$ cat src/rtl/score_bcd_conv_pkg.sv
// ============================================================================
//  Module   : score_bcd_conv_pkg
//  Purpose  : Shared game constants for the score display path. It holds the
//             blank digit code, the default score width, the converter state
//             encoding and the leading-zero blanking helper.
//  Revision : 1.0 - initial release
// ============================================================================
`default_nettype none

package score_bcd_conv_pkg;

  // Default width of the binary score (0..1023).
  localparam int SCORE_W_DEFAULT = 10;

  // Digit code that the seven-segment decoder renders as an unlit digit.
  localparam logic [3:0] BCD_BLANK = 4'hF;

  // Converter FSM encoding.
  typedef enum logic [1:0] {
    ST_IDLE  = 2'd0,
    ST_SHIFT = 2'd1,
    ST_DONE  = 2'd2
  } conv_state_t;

  // Replace zero digits above the most significant non-zero digit with
  // BCD_BLANK. The ones digit is never blanked, so zero still shows "0".
  function automatic logic [15:0] blank_leading(input logic [15:0] bcd);
    logic [15:0] res;
    logic        lead;
    res  = bcd;
    lead = 1'b1;
    for (int i = 3; i >= 1; i--) begin
      if (lead && (bcd[4*i +: 4] == 4'h0)) begin
        res[4*i +: 4] = BCD_BLANK;
      end else begin
        lead = 1'b0;
      end
    end
    return res;
  endfunction

endpackage

`default_nettype wire

$ cat src/rtl/bcd_nibble_adj.sv
// ============================================================================
//  Module   : bcd_nibble_adj
//  Purpose  : Double-dabble correction for one BCD digit. A digit of 5 or
//             more gets 3 added so that the following left shift carries
//             correctly into the next decimal digit.
//  Revision : 1.0 - initial release
// ============================================================================
`default_nettype none

module bcd_nibble_adj (
  input  logic [3:0] nib_i,
  output logic [3:0] nib_o
);

  // Valid BCD input is at most 9, so the sum is at most 12 and fits in 4 bits.
  assign nib_o = (nib_i >= 4'd5) ? (nib_i + 4'd3) : nib_i;

endmodule

`default_nettype wire

$ cat src/rtl/score_bcd_conv.sv
// ============================================================================
//  Module   : score_bcd_conv
//  Purpose  : Iterative binary-to-BCD converter for the score display. It
//             processes one input bit per clock using shift-add-3. The four
//             digit outputs are registered and change only on a Done pulse.
//             They can optionally blank leading zeros.
//  Revision : 1.0 - initial release
// ============================================================================
`default_nettype none

module score_bcd_conv
  import score_bcd_conv_pkg::*;
#(
  // Binary score width. The 16-bit accumulator holds up to 9999, so W <= 13.
  parameter int W          = SCORE_W_DEFAULT,
  parameter bit LEAD_BLANK = 1'b1
) (
  input  logic         Clk,
  input  logic         reset,
  input  logic         Start,
  input  logic [W-1:0] Bin,
  output logic         Busy,
  output logic         Done,
  output logic [3:0]   Ones,
  output logic [3:0]   Tens,
  output logic [3:0]   Hundreds,
  output logic [3:0]   Thousands
);

  // Counter value on the cycle that performs the final (W-th) shift.
  localparam logic [3:0]  LAST_CNT   = 4'(W - 1);
  // Digit register contents after reset: "0" with blanked upper digits,
  // or plain 0000 when blanking is off.
  localparam logic [15:0] RST_DIGITS = LEAD_BLANK ? {BCD_BLANK, BCD_BLANK, BCD_BLANK, 4'h0}
                                                  : 16'h0000;

  conv_state_t    state_q;
  logic [W-1:0]   sr_q;
  logic [W-1:0]   sr_d;
  logic [15:0]    acc_q;
  logic [15:0]    acc_d;
  logic [15:0]    w_adj;
  logic [15:0]    w_digits;
  logic [3:0]     cnt_q;
  logic [15:0]    digits_q;
  logic           busy_q;
  logic           done_q;

  // Apply the add-3 correction to every accumulator digit before the shift.
  generate
    for (genvar gi = 0; gi < 4; gi++) begin : g_adj
      bcd_nibble_adj u_adj (
        .nib_i (acc_q[4*gi +: 4]),
        .nib_o (w_adj[4*gi +: 4])
      );
    end
  endgenerate

  // Shift the corrected accumulator and the remaining binary bits together.
  // The MSB of the shift register moves into the accumulator LSB.
  assign {acc_d, sr_d} = {w_adj, sr_q} << 1;

  // Display form of the finished accumulator.
  assign w_digits = LEAD_BLANK ? blank_leading(acc_q) : acc_q;

  // Conversion FSM with its registered status and digit outputs.
  always_ff @(posedge Clk) begin
    if (reset) begin
      state_q  <= ST_IDLE;
      sr_q     <= '0;
      acc_q    <= '0;
      cnt_q    <= '0;
      busy_q   <= 1'b0;
      done_q   <= 1'b0;
      digits_q <= RST_DIGITS;
    end else begin
      done_q <= 1'b0;
      case (state_q)
        ST_IDLE: begin
          if (Start) begin
            sr_q    <= Bin;
            acc_q   <= '0;
            cnt_q   <= '0;
            busy_q  <= 1'b1;
            state_q <= ST_SHIFT;
          end
        end
        ST_SHIFT: begin
          acc_q <= acc_d;
          sr_q  <= sr_d;
          cnt_q <= cnt_q + 4'd1;
          if (cnt_q == LAST_CNT) begin
            state_q <= ST_DONE;
          end
        end
        ST_DONE: begin
          digits_q <= w_digits;
          done_q   <= 1'b1;
          busy_q   <= 1'b0;
          state_q  <= ST_IDLE;
        end
        default: begin
          busy_q  <= 1'b0;
          state_q <= ST_IDLE;
        end
      endcase
    end
  end

  assign Busy      = busy_q;
  assign Done      = done_q;
  assign Ones      = digits_q[3:0];
  assign Tens      = digits_q[7:4];
  assign Hundreds  = digits_q[11:8];
  assign Thousands = digits_q[15:12];

endmodule

`default_nettype wire

$ cat config.mk
export PLATFORM = sky130hd
export DESIGN_NAME = score_bcd_conv
export DESIGN_NICKNAME = d
export VERILOG_FILES = /design/src/rtl/score_bcd_conv_pkg.sv /design/src/rtl/bcd_nibble_adj.sv /design/src/rtl/score_bcd_conv.sv
export SDC_FILE = /design/constraint.sdc
export NUM_CORES = 1
export LEC_CHECK = 0
export ABC_AREA = 1
export CELL_PAD_IN_SITES_DETAIL_PLACEMENT = 0
export CELL_PAD_IN_SITES_GLOBAL_PLACEMENT = 1
export CORE_MARGIN = 2
export CORE_UTILIZATION = 44
export CTS_CLUSTER_SIZE = 12
export DETAILED_ROUTE_END_ITERATION = 10
export GPL_ROUTABILITY_DRIVEN = 1
export GPL_TIMING_DRIVEN = 0
export PLACE_DENSITY = 0.9
export SLEW_MARGIN = 20
export SYNTH_ARGS = -nofsm -noshare
export SYNTH_HDL_FRONTEND = slang
export SYNTH_SLANG_ARGS = --single-unit
$ cat constraint.sdc
create_clock -name Clk -period 1.9 [get_ports Clk]
set_input_delay 0.285 -clock Clk [delete_from_list [all_inputs] [get_ports Clk]]
set_output_delay 0.285 -clock Clk [all_outputs]
set_load 0.005 [all_outputs]
== Word-level counts from Yosys, hierarchy flattened ==
Cells that the tools add are included.
Word-level totals
  register bits: 50
Cells by class
  $lt $le $gt $ge: 4
  $add $sub $neg: 5
  muxes and demuxes: 21
  eq/ne operators: 5
  reductions and logical operators: 10
  bitwise operators: 1
Operators with widths (number)
  one-hot mux 16 bit (2 select lines): 1
  2-to-1 mux 4 bit: 7
  one-hot mux 10 bit (2 select lines): 1
  >= comparator 4 x 3 -> 1 bit, second input constant: 4
  2-to-1 mux 16 bit: 1
  adder 4 x 2 -> 4 bit, second input constant: 3
  logical NOT 4 bit: 3
  2-to-1 mux 10 bit: 1
  one-hot mux 4 bit (2 select lines): 1
  AND reduction 2 bit: 3
  adder 4 x 1 -> 4 bit, second input constant: 1
  equality test 4 bit, second input constant: 1
  2-to-1 mux 1 bit: 4
  2-to-1 mux 2 bit: 2
  inequality test 2 bit, second input constant: 2
  one-hot mux 2 bit (2 select lines): 1
  adder 3 x 2 -> 3 bit, second input constant: 1
  2-to-1 mux 3 bit: 1
  equality test 2 x 1 -> 1 bit, second input constant: 1
  equality test 2 bit, second input constant: 1
  logical AND 1 bit: 2
  logical NOT 2 bit: 1
  one-hot mux 1 bit (2 select lines): 1
  nonzero test 2 bit: 1
  inverter 1 bit: 1

== Depth between registers and ports, before layout ==
Gate-level depths: netlist of run 1.
  word-level depth: 6
  gate-level depth with buffers: 9

== Hierarchy ==
Synthesis of run 1 repeated with hierarchy kept, for this count alone.
Unflattened totals
  cells, all modules: 355
  area, all modules: 2568.7 µm²
Modules (own cells, without submodules)
  score_bcd_conv: area each 2028.2 µm², cells an instance 263, instances 1
  bcd_nibble_adj: area each 135.1 µm², cells an instance 23, instances 4

== Worst setup path before layout of run 1 ==
Ideal clock, no wire load.
  kind: reg2reg
  from: register acc_q[12]
  to: register digits_q[4]
  setup time: 0.115 ns
  arrival time: 1.105 ns
  required time: 1.785 ns
  buffers on the path: 0
  setup slack: 0.680 ns
  cell stages (with the launch flop): 9
  cells stage by stage: dfxtp_1 > inv_1 > ha_1 > nand2_1 > nor2_2 > nand3_1 > nand2_1 > nand2_1 > nand2_1
Between the ends
  longest elaborated chain between the ends: 6
RTL lines
  start, declared: RTL line score_bcd_conv.sv:40  | logic [15:0] acc_q;
  start signal, assigned: RTL line score_bcd_conv.sv:71  | acc_q <= '0;
  start signal, assigned: RTL line score_bcd_conv.sv:82  | acc_q <= '0;
  start signal, assigned: RTL line score_bcd_conv.sv:89  | acc_q <= acc_d;
  logical NOT 4 bit (*): RTL line score_bcd_conv_pkg.sv:33  | if (lead && (bcd[4*i +: 4] == 4'h0)) begin
  2-to-1 mux 1 bit (*): RTL line score_bcd_conv_pkg.sv:33
  logical AND 1 bit: RTL line score_bcd_conv_pkg.sv:33
  2-to-1 mux 1 bit (*): RTL line score_bcd_conv_pkg.sv:33
  logical AND 1 bit (*): RTL line score_bcd_conv_pkg.sv:33
  2-to-1 mux 4 bit (*): RTL line score_bcd_conv_pkg.sv:33
  end signal, assigned: RTL line score_bcd_conv.sv:97  | digits_q <= w_digits;
  end, declared: RTL line score_bcd_conv.sv:45  | logic [15:0] digits_q;
Every way passes the cells marked *; elsewhere a longest branch is shown, timed or not.
A chain may end at the register's enable or synchronous reset.

== Worst setup path in the final report of run 1 ==
  from: register digits_q[11]
  to: output port Hundreds[3]
RTL lines
  end, declared: RTL line score_bcd_conv.sv:26  | output logic [3:0] Hundreds,
No word-level cell between the ends.

==> results of run 1 <==
==> cell type report <==
cell class / count / area (µm²)
multi-input cells: 226 / 1251
inverters: 38 / 152.6
well taps: 72 / 90.09
clock buffers: 7 / 86.33
plain buffers: 11 / 93.84
clock inverters: 1 / 5.005
repair buffers: 29 / 290.3
flip-flops and latches: 50 / 1001
fillers: 556 / 2536
==> registers in the layout (all words and copies together), names as in the netlist <==
| register | count |
|---|---|
| Busy | 1 |
| Done | 1 |
| acc_q | 16 |
| cnt_q | 4 |
| digits_q | 16 |
| sr_q | 10 |
| state_q | 2 |
==> per-layer routing <==
layer	GRT usage [%]	vias up	share of wire [%]	routed length, µm
li1	-	1137	-	-
met1	24.38	1016	49	2708
met2	30.59	33	47	2601
met3	4.432	4	2.9	160
met4	7.241	0	1.2	66
met5	0	-	0	0
==> stage by stage <==
step | worst slack [ns] | instances | hold WS (ns) | total power, mW | util [%]
floorplan | 0.6796 | 325 | 0.4335 | 1.230 | -
global placement | 0.4154 | 426 | 0.4499 | 1.292 | 52.28
detailed placement | 0.4035 | 426 | 0.4536 | 1.294 | 52.28
CTS | 0.4267 | 434 | 0.3153 | 1.943 | 53.94
global route | 0.2918 | 434 | 0.3259 | 1.999 | 53.94
finish | 0.4494 | 434 | 0.3198 | 1.927 | 53.94
==> logic make-up (layout without fill, tap and decap cells) <==
group / count (synthesis) / in the layout / synth area share [%]
buffers and inverters: 49 / 86 / 9.865
AO/OA/AOI/OAI: 69 / 69 / 17.33
adder cells (fa/ha/maj): 12 / 12 / 6.009
AND/OR/NAND/NOR: 145 / 145 / 26.74
flip-flops: 50 / 50 / 40.06
==> power groups by stage <==
stage / Clock (mW) / Sequential, mW / Combinational (mW)
finish: 0.658 / 1.08 / 0.185
global route: 0.709 / 1.09 / 0.202
CTS: 0.673 / 1.08 / 0.186
detailed placement: 0 / 1.11 / 0.185
global placement: 0 / 1.11 / 0.184
floorplan: 0 / 1.11 / 0.124
==> cell usage in the layout (no fill, tap or decap), types with 3 or more instances in the layout <==
master,Yosys,layout
nand3_1,23,23
o21ai_0,14,14
clkbuf_1,2,3
a21oi_2,17,17
inv_2,5,5
a21oi_1,26,26
clkdlybuf4s50_1,0,29
nand2_4,3,3
o211ai_1,3,3
nand2_2,16,16
dfxtp_1,50,50
o22ai_1,3,3
inv_1,31,31
clkbuf_8,0,6
nand4_1,8,8
nor2_1,18,18
nand2_1,74,74
ha_1,12,12
buf_2,4,4
==> path summary, 6_finish.rpt <==
check,cells after the start,slack (ns),endpoint
worst max-delay path,1,0.45,Hundreds[3]
worst min-delay path,3,0.32,digits_q[11]
worst max register to register,8,0.46,digits_q[5]
worst min register to register,2,0.47,cnt_q[2]
==> flow_metrics.tcl, run 1 <==
set metrics [dict create \
    core_um2 5507 \
    yosysWarnings 0 \
    cts_resized 0 \
    setup_tns_ns 0 \
    switching_share_pct 25.28 \
    combPwrFrac_pct 9.6 \
    crit_family "buffers and inverters" \
    syn_nets 350 \
    cp_cell_sequence "clkdlybuf4s50_1" \
    drive_gt1_share_pct 16.85 \
    hold_class "input port to flop" \
    num_antenna_cells 0 \
    clockRootBuffer "clkbuf_8" \
    switchingPower_uw 487.0 \
    period_minus_slack_ns 1.451 \
    globalplace.congestion 0.8486 \
    ys_ff_latch 50 \
    crit_path_end_kind "output pin" \
    synth_area_leaders "dfxtp_1 (40%), nand2_1 (11%), ha_1 (6.0%), a21oi_2 (6.0%), a21oi_1 (5.2%)" \
    htree_levels 2 \
    hold_start "reset" \
    relSlewSlack_pct 51.21 \
    clockBufferDepth 2 \
    grt_remaining_overflow 0 \
    fp.dieW_um 79.36 \
    start_util_pct 45.38 \
    slowest_stage "clkdlybuf4s50_1" \
    clk_pin_slew_ns 0.09 \
    r2r_start "acc_q[12]" \
    place_area_um2 2879 \
    antenna_found_initial 0 \
    yosysTopAreaCell "dfxtp_1" \
    tightestPinTransition_ns 0.7319 \
    power_density_nw_per_um2 648.6 \
    die_area_um2 6297 \
    synth_common_cells "nand2_1 (74), dfxtp_1 (50), inv_1 (31)" \
    required_ns 1.62 \
    cts_inserted_buffers 5 \
    status "completed" \
    syn_area_um2 2499 \
    nets 386 \
    drc_errors 0 \
    die-height_um 79.36 \
    clk_latency_ns 0.31 \
    startpoint_type "flop" \
    crit_arrival_ns 1.17 \
    synthFlopType "dfxtp_1" \
    critPathMaxStageDelay_ns 0.52 \
    drv_slew 0 \
    crit_type "flop to output pin" \
    p_leak_nw 1.202 \
    grt.total_usage_pct 18.90 \
    post_cts_buffers 0 \
    finalSetupViolations 0 \
    synth_edf_count 0 \
    holdBufCountCts 0 \
    synth_top_area_share_pct 40.06 \
    tritoncts "built" \
    syn_inst 325 \
    grt_setup_unrepaired "false" \
    power.share.clock_pct 34.2 \
    ir_worst_vdd_v 0.0003506 \
    rows 27 \
    period_share_pct 76.35 \
    grt_pass1_wl_um 9239 \
    io_pins 31 \
    hold_violations 0 \
    seq_power_share_pct 56.2 \
    drv_cap 0 \
    dr.pass1.iters 4 \
    ys_seq_area_share_pct 40.06 \
    grt_max_degree 15 \
    synth_cell_types 28 \
    area.growth.synth_to_final_pct 18.88 \
    critPathBufInv 1 \
    portBuffers 29 \
    cp-startpoint "digits_q[11]" \
    finalInstanceArea_um2 2970 \
    vias 2190 \
    wl_um 5536 \
    post-synth-top-count-cell "nand2_1" \
    finalClockSkew_ns 0.005670 \
    clock.fmax_mhz 689.4 \
    vias_per_cell 5.046 \
    critPathMaxFanout 2 \
    grt_pass1_vias 1960 \
    ant_nets 0 \
    syn_avg_cell_area_um2 7.688 \
    cts_sinks 50 \
    p_int_mw 1.440 \
    drtIter0Drc 161 \
    async_flop_share_pct 0 \
    wl_per_cell_um 12.76 \
    dp.final_hpwl_um 4003 \
]
Power figures use the tool's default switching activity.
==> inputs of run 2 (changes only) <==
--- a/config.mk
+++ b/config.mk
@@ -9,12 +9,12 @@
 export CELL_PAD_IN_SITES_DETAIL_PLACEMENT = 0
 export CELL_PAD_IN_SITES_GLOBAL_PLACEMENT = 1
 export CORE_MARGIN = 2
-export CORE_UTILIZATION = 44
+export CORE_UTILIZATION = 40
 export CTS_CLUSTER_SIZE = 12
 export DETAILED_ROUTE_END_ITERATION = 10
 export GPL_ROUTABILITY_DRIVEN = 1
 export GPL_TIMING_DRIVEN = 0
-export PLACE_DENSITY = 0.9
+export PLACE_DENSITY = 0.83
 export SLEW_MARGIN = 20
 export SYNTH_ARGS = -nofsm -noshare
 export SYNTH_HDL_FRONTEND = slang
==> constraint.sdc (replaced) <==
create_clock -name Clk -period 1.5 [get_ports Clk]
set_input_delay 0.225 -clock Clk [delete_from_list [all_inputs] [get_ports Clk]]
set_output_delay 0.225 -clock Clk [all_outputs]
set_load 0.005 [all_outputs]
==> run 2 against run 1 <==
  * Cell area is 2.3% higher
  * Sequential share of layout area shrank 0.58 points
  * Global-route usage shrank 2.4 points
  * Clock skew is 0.00078 ns higher
  * Clock power is 70% higher
  * Register-to-register slack got worse by 0.30 ns
  * Utilization is 3.2 points lower
  * Critical path depth is the same
  * Total power grew 42%
  * Via count shrank 0.82%
  * Worst setup slack got worse by 0.33 ns
  * Critical endpoint unchanged
  * Largest cell class unchanged
==> flow_metrics.tcl, run 2 (same netlist as run 1, synthesis figures left out) <==
set metrics [dict create \
    status "completed" \
    crit_path_end_kind "output pin" \
    slowest_stage "clkdlybuf4s50_1" \
    top_layer "met4" \
    grt_setup_unrepaired "false" \
    cp_cell_sequence "clkdlybuf4s50_1" \
    clk_latency_ns 0.30 \
    ant_nets 0 \
    drc_errors 0 \
    switching_share_pct 22.39 \
    finalClockSkew_ns 0.006445 \
    wl_met3_um 172 \
    clk_pin_slew_ns 0.09 \
    instances_no_fill 437 \
    relSlewSlack_pct 49.72 \
    num_antenna_cells 0 \
    r2r_setup_slack_ns 0.16 \
    wl_um 5414 \
    drv_slew 0 \
    clock.fmax_mhz 723.2 \
    tritoncts "built" \
    switchingPower_uw 611.1 \
    core_um2 5991 \
    seq_power_share_pct 50.3 \
    clockRootBuffer "clkbuf_8" \
    die_area_um2 6895 \
    r2r_start "acc_q[0]" \
    drtIter0Drc 150 \
    holdBufCountCts 0 \
    drv_cap 0 \
    post_cts_buffers 0 \
    grt_pass1_vias 2083 \
    startpoint_type "flop" \
    rows 28 \
    period_share_pct 92.18 \
    hold_end "digits_q[8]" \
    io_pins 31 \
    area.growth.synth_to_final_pct 21.58 \
    crit_arrival_ns 1.16 \
    clockBufferDepth 2 \
    grt_max_degree 17 \
    route.met2.wl_um 2544 \
    nets 386 \
    period_minus_slack_ns 1.383 \
    die-height_um 83.04 \
    dp.final_hpwl_um 4030 \
    power.share.clock_pct 41.2 \
    grt.total_usage_pct 16.50 \
    largestRegisters "acc_q (16), digits_q (16), sr_q (10)" \
    worstRegToRegCells 9 \
    required_ns 1.27 \
    critPathBufInv 1 \
    hold_ws_ns 0.2529 \
    grt_remaining_overflow 0 \
    final_common_cell "nand2_1" \
    hold_violations 0 \
    fp.dieW_um 83.04 \
    critPathMaxFanout 2 \
    hold_class "input port to flop" \
    ir_worst_vdd_v 0.0005337 \
    globalplace.congestion 0.8323 \
    start_util_pct 41.71 \
    crit_family "buffers and inverters" \
    cts_inserted_buffers 5 \
    cts_resized 0 \
    vias 2172 \
    crit_type "flop to output pin" \
    setup_tns_ns 0 \
    dr.pass1.iters 4 \
    tightestPinTransition_ns 0.7542 \
    critPathMaxStageDelay_ns 0.52 \
    hold_start "reset" \
    antenna_found_initial 0 \
    finalSetupViolations 0 \
    cts_sinks 50 \
    htree_levels 2 \
    place_inst 429 \
    p_leak_nw 1.233 \
    combPwrFrac_pct 8.5 \
    whs_path_depth 3 \
    met1Wirelength_um 2656 \
    portBuffers 29 \
    vias_per_cell 4.970 \
    wl_per_cell_um 12.39 \
    worst_r2r_endpoint "acc_q[4]" \
    grt_pass1_wl_um 9487 \
    drive_gt1_share_pct 18.78 \
    p_int_mw 2.118 \
    final_cell_mix "nand2_1 (73), dfxtp_1 (46), inv_1 (31), clkdlybuf4s50_1 (29), a21oi_1 (26)" \
    power_density_nw_per_um2 898.4 \
]
[run 2: worst max-delay path by stage]
stage          depth (start not counted)          end    startpoint
3_5_place_dp                           7      sr_q[1]         Start
2_1_floorplan                          8  digits_q[4]     acc_q[12]
4_1_cts                                8  digits_q[4]     acc_q[12]
6_report                               1  Hundreds[3]  digits_q[11]
3_3_place_gp                           7     acc_q[8]         Start
5_1_grt                                8     acc_q[6]      acc_q[4]
[run 2: power by group through the flow]
| stage | clock network, mW | logic (mW) | registers (mW) |
|---|---|---|---|
| 3_5_place_dp | 0 | 0.236 | 1.40 |
| 2_1_floorplan | 0 | 0.157 | 1.40 |
| 4_1_cts | 1.16 | 0.236 | 1.37 |
| 3_3_place_gp | 0 | 0.235 | 1.40 |
| 5_1_grt | 1.21 | 0.257 | 1.38 |
| 6_report | 1.12 | 0.233 | 1.37 |
[run 2: layout make-up]
cell class | instances | area [µm²]
tap | 75 | 93.84
buffer | 11 | 93.84
clock inverter | 3 | 68.82
fill | 610 | 2953
clock buffer | 5 | 68.82
multi-input combinational | 226 | 1264
timing repair buffer | 29 | 290.3
inverter | 38 | 152.6
sequential | 50 | 1006
[run 2: metal layers]
metal / global-route usage, % / vias up
li1: - / 1139
met4: 4.620 / 0
met1: 21.05 / 997
met5: 0 / -
met3: 3.380 / 4
met2: 28.23 / 32
[run 2: through the flow]
| stage | area [µm²] | util [%] | power [mW] | setup slack, ns |
|---|---|---|---|---|
| CTS | 3020 | 50.42 | 2.769 | 0.06846 |
| detailed placement | 2883 | 48.12 | 1.639 | 0.04968 |
| global placement | 2883 | 48.12 | 1.638 | 0.07107 |
| global route | 3038 | 50.71 | 2.845 | 0.003569 |
| finish | 3038 | 50.71 | 2.729 | 0.1173 |
| floorplan | 2499 | - | 1.558 | 0.2796 |
[run 2: worst register-to-register path, delay by kind of cell, from the launching register on]
| kind | cells | cell delay, ns |
|---|---|---|
| flops | 1 | 0.37 |
| buf+inv | 2 | 0.15 |
| simple gates | 6 | 0.54 |
| fa+ha+maj | 1 | 0.21 |
